===== config.mk =====
export PLATFORM = sky130hd
export DESIGN_NAME = prbs31_error_vector
export DESIGN_NICKNAME = d
export VERILOG_FILES = /design/src/rtl/prbs_check_pkg.sv /design/src/rtl/prbs31_error_vector.sv
export SDC_FILE = /design/constraint.sdc
export NUM_CORES = 1
export LEC_CHECK = 0
export BUFFER_PORTS_ARGS = -buffer_cell sky130_fd_sc_hd__buf_2
export CAP_MARGIN = 15
export CORE_UTILIZATION = 37
export DETAILED_ROUTE_END_ITERATION = 8
export PLACE_DENSITY = 0.85
export SLEW_MARGIN = 10
export SYNTH_ARGS = -nofsm -noshare
export SYNTH_HDL_FRONTEND = slang
export SYNTH_SLANG_ARGS = --single-unit

===== constraint.sdc =====
create_clock -name vclk -period 5.2
set_clock_uncertainty 0.1 [all_clocks]
set_input_delay 0.26 -clock vclk [all_inputs]
set_output_delay 0.26 -clock vclk [all_outputs]
set_load 0.005 [all_outputs]

===== src/rtl/prbs_check_pkg.sv =====
// -----------------------------------------------------------------------------
// prbs_check_pkg
//   Shared definitions for the PRBS receive checkers.
//   - PRBS31_TAP_A / PRBS31_TAP_B : taps of x^31 + x^28 + 1.
//   - check_state_t               : checker FSM encoding (PRIME/HUNT/LOCKED).
//   - `SAT_INC(v)                 : saturating increment, holds at all-ones.
//   This file must be compiled ahead of any file that uses the macro.
// -----------------------------------------------------------------------------
`ifndef PRBS_CHECK_PKG_MACROS
`define PRBS_CHECK_PKG_MACROS
`define SAT_INC(v) ((&(v)) ? (v) : ((v) + 1'b1))
`endif

package prbs_check_pkg;

    localparam int PRBS31_TAP_A = 31;
    localparam int PRBS31_TAP_B = 28;

    typedef enum logic [1:0] {
        PRIME  = 2'd0,
        HUNT   = 2'd1,
        LOCKED = 2'd2
    } check_state_t;

endpackage


===== src/rtl/prbs31_error_vector.sv =====
// -----------------------------------------------------------------------------
// prbs31_error_vector
//   Combinational self-synchronising PRBS-31 check of one received word.
//   The stream is s[0..30] = hist (oldest first) followed by rxdata[0..WIDTH-1].
//   Each new bit must equal the XOR of the bits 31 and 28 positions earlier,
//   so e[i] = s[31+i] ^ s[i+3] ^ s[i].
//   Ports:
//     hist     in  31     previous 31 received bits, bit 0 oldest
//     rxdata   in  WIDTH  received word, bit 0 earliest on the wire
//     err_vec  out WIDTH  per-bit check result (1 = mismatch)
//     popcount out        number of ones in err_vec
// -----------------------------------------------------------------------------
module prbs31_error_vector
    import prbs_check_pkg::*;
#(
    parameter int WIDTH = 16,
    parameter int POP_W = $clog2(WIDTH + 1)
) (
    input  logic [PRBS31_TAP_A-1:0] hist,
    input  logic [WIDTH-1:0]        rxdata,
    output logic [WIDTH-1:0]        err_vec,
    output logic [POP_W-1:0]        popcount
);

    localparam int TAP_GAP = PRBS31_TAP_A - PRBS31_TAP_B;

    logic [PRBS31_TAP_A+WIDTH-1:0] stream;

    assign stream = {rxdata, hist};

    always_comb begin
        err_vec = '0;
        for (int i = 0; i < WIDTH; i++) begin
            err_vec[i] = stream[PRBS31_TAP_A + i] ^ stream[i + TAP_GAP] ^ stream[i];
        end
    end

    always_comb begin
        popcount = '0;
        for (int i = 0; i < WIDTH; i++) begin
            popcount = popcount + POP_W'(err_vec[i]);
        end
    end

endmodule


Word-level counts from Yosys, hierarchy flattened:

Index checks and enable logic that the tools add are counted.

* register bits after elaboration: 0
* input port bits: 47
* output and inout bits: 21
* word-level logic and storage cells: 47

* add/subtract/negate cells: 15
* bitwise logic cells: 32

Operators by type and width (count)
* 5-bit by 1-bit adder with 5-bit output: 11
* 1-bit XOR: 32
* 4-bit by 1-bit adder with 5-bit output: 1
* 3-bit by 1-bit adder with 4-bit output: 1
* 2-bit by 1-bit adder with 3-bit output: 1
* 1-bit by 1-bit adder with 2-bit output: 1

Longest topological paths before layout:

* depth after elaboration: 17
* gate-level depth with buffers: 14
* gate-level depth less buffers: 14

Least setup slack after synthesis:

OpenSTA, ideal clock, no wires.

* path type: input to output
* start: input port rxdata[0]
* end: output port popcount[4]
* arrival: 3453 ps
* data required time: 4840 ps
* slack: 1387 ps
* stages on the path: 13
* cell sequence: xnor2_1 xnor2_1 fa_1 inv_1 fa_1 fa_1 inv_1 fa_1 ha_1 inv_1 fa_1 nor2b_1 o21a_1

* longest elaborated chain between the ends: 17

Ends and longest elaborated chain
* from (decl): RTL line prbs31_error_vector.sv:20 `input logic [WIDTH-1:0] rxdata,`
* 1-bit XOR (2 in a row): RTL line prbs31_error_vector.sv:34 `err_vec[i] = stream[PRBS31_TAP_A + i] ^ stream[i + TAP_GAP] ^ stream[i];`
* net err_vec[0]: RTL line prbs31_error_vector.sv:21 `output logic [WIDTH-1:0] err_vec,`
* 1-bit by 1-bit adder with 2-bit output: RTL line prbs31_error_vector.sv:41 `popcount = popcount + POP_W'(err_vec[i]);`
* 2-bit by 1-bit adder with 3-bit output: RTL line prbs31_error_vector.sv:41
* 3-bit by 1-bit adder with 4-bit output: RTL line prbs31_error_vector.sv:41
* 4-bit by 1-bit adder with 5-bit output: RTL line prbs31_error_vector.sv:41
* 5-bit by 1-bit adder with 5-bit output (11 in a row): RTL line prbs31_error_vector.sv:41
* to (decl): RTL line prbs31_error_vector.sv:22 `output logic [POP_W-1:0] popcount`

The timed path passes the listed nets, and every way through them passes these cells.

Worst setup path after layout:

* start: input port hist[8]
* end: output port popcount[4]

* longest elaborated chain between the ends: 13

Ends and longest elaborated chain
* from (decl): RTL line prbs31_error_vector.sv:19 `input logic [PRBS31_TAP_A-1:0] hist,`
* 1-bit XOR (2 in a row): RTL line prbs31_error_vector.sv:34
* 5-bit by 1-bit adder with 5-bit output (3 in a row): RTL line prbs31_error_vector.sv:41
* 5-bit by 1-bit adder with 5-bit output * (8 in a row): RTL line prbs31_error_vector.sv:41

Every way passes the cells marked *; elsewhere a longest branch is shown, timed or not.

==> flow_summary.toml <==
[timing]
max_slew_margin_pct = 77.77
fmax_mhz = 239.5
finalMaxSlewViolations = 0
finalCritPeriodShare_pct = 80.28
grt_setup_unrepaired = "false"
holdWs_ps = 731.8
final-hold-violation-count = 0
setup_viol = 0
worst_pin_slew_ps = 331.1
worst_slack_ps = 1025
fin_crit_ps = 4175
fin_setup_tns_ps = 0

[setup_path]
cp_max_fo = 2
cp-start-kind = "input port"
crit_type = "input port to output pin"
crit_path_end_kind = "output pin"
crit_start = "hist[8]"
required_ps = 4840
worst_ep_arrival_time_ps = 3810

[route]
detailroute.via_count = 640
wirelength_um = 1415
wl_per_cell_um = 10.18
route.detailed.drc = 2
drtIter0Drc = 5
vias_per_cell = 4.604
drtPass1Iterations = 5
detail-route-antenna-nets = 0

[placed_design]
place_area_um2 = 943.4
place.gp.congestion = 0.7877
place_hpwl_um = 1403
dpl.cell_count = 139
portBuffers = 56
pre_cts_slack_ps = 1006

[cells_and_area]
finalInstanceArea_um2 = 943.4
drive_above_1_share_pct = 46.34
final_cell_mix = "buf_2, xnor2_1, inv_1"
layout_commonest_cell = "buf_2"
fin_cells = 139
antenna_cells = 0
fin_nets = 187
syn2layout_area_growth_pct = 46.69
num-clock-buffers = 0
ff_latch_area_um2 = 0
utilization_pct = 60.51
seq_cells = 0

[die]
start_util_pct = 41.25
die_w_um = 43.69
dieArea_um2 = 1909
pin_count = 68
rows = 14
die_h_um = 43.69
core_um2 = 1559

[grt]
antenna_found_initial = 0
grt-busiest-layer = "met2"
met3_usage_pct = 0.8333
use_met2_pct = 31.04
grt_pass1_vias = 606
grt_use_met1_pct = 16.80
grt_max_degree = 4
overflow = 0
grt_pass1_wl_um = 2187
grt.total_usage_pct = 14.77

[power]
power_mw = 0.6394
p_per_area_nw_per_um2 = 677.8
cellLeakagePower_nw = 0.4951
ir_drop_mv = 0.4940

[synthesis]
syn_area_per_cell_um2 = 9.599
yosysWarnings = 0
synth_area_um2 = 643.1
synth_fp_nets = 129
syn_inst = 67
synth-seq-area-share_pct = 0
yosys.cell_types.count = 9

[min_path]
min_path_type = "input port to output pin"
min-delay-start = "rxdata[1]"

[clocking]
hold_buffers = 0
cts-resized-gates = 0
cts_setup_buffers = 0

[run_status]
violations = "design-rule violations"
outcome = "finished, violations left"

[flow_run]
drv_cap = 0
[synthesized netlist by cell type]
cell type / instances / area, um^2
fa_1: 10 / 200.2
xnor2_1: 32 / 280.3
nor2b_1: 1 / 6.260
inv_1: 14 / 52.55
a21o_1: 1 / 7.510
a21oi_2: 1 / 8.760
ha_1: 5 / 62.56
o21a_1: 1 / 7.510
xor2_1: 2 / 17.52
[per-layer routing]
metal | routed length [um] | up-vias | share of wire (%)
met5 | 0 | - | 0
met4 | 0 | 0 | 0
met3 | 106 | 0 | 7.5
met2 | 793 | 38 | 56
met1 | 515 | 292 | 36
li1 | - | 310 | -
[critical path: stages]
cell	delay [ps]
buf_2	110
xnor2_1	200
xnor2_1	150
fa_1	550
inv_1	50
fa_1	460
fa_1	520
inv_1	50
fa_1	480
ha_1	170
inv_1	60
fa_1	390
nor2b_1	140
o21a_1	110
buf_2	100
[cell type report]
cell class	instances	area, um^2
Fill cell	147	615.6
Inverter	14	52.55
Multi-Input combinational cell	53	590.6
Tap cell	16	20.02
Timing Repair Buffer	56	280.3
[power breakdown]
| part | total, mW | switching, mW | leakage [nW] | internal [mW] |
|---|---|---|---|---|
| sequential | 0 | 0 | 0 | 0 |
| clock | 0 | 0 | 0 | 0 |
| combinational | 0.639 | 0.314 | 0.495 | 0.326 |
[final timing paths]
path	end	depth (start not counted)	slack (ps)
worst max-delay path	popcount[4]	15	1030
worst min-delay path	err_vec[1]	3	730
[cells by family after synthesis]
kind of cell	share of synthesized area, %
buffers and inverters	8.171
AO/OA/AOI/OAI	3.698
XOR/XNOR	46.30
adder cells (fa/ha/maj)	40.86
AND/OR/NAND/NOR	0.9734
Note: power is estimated with default switching activity, not from simulation.
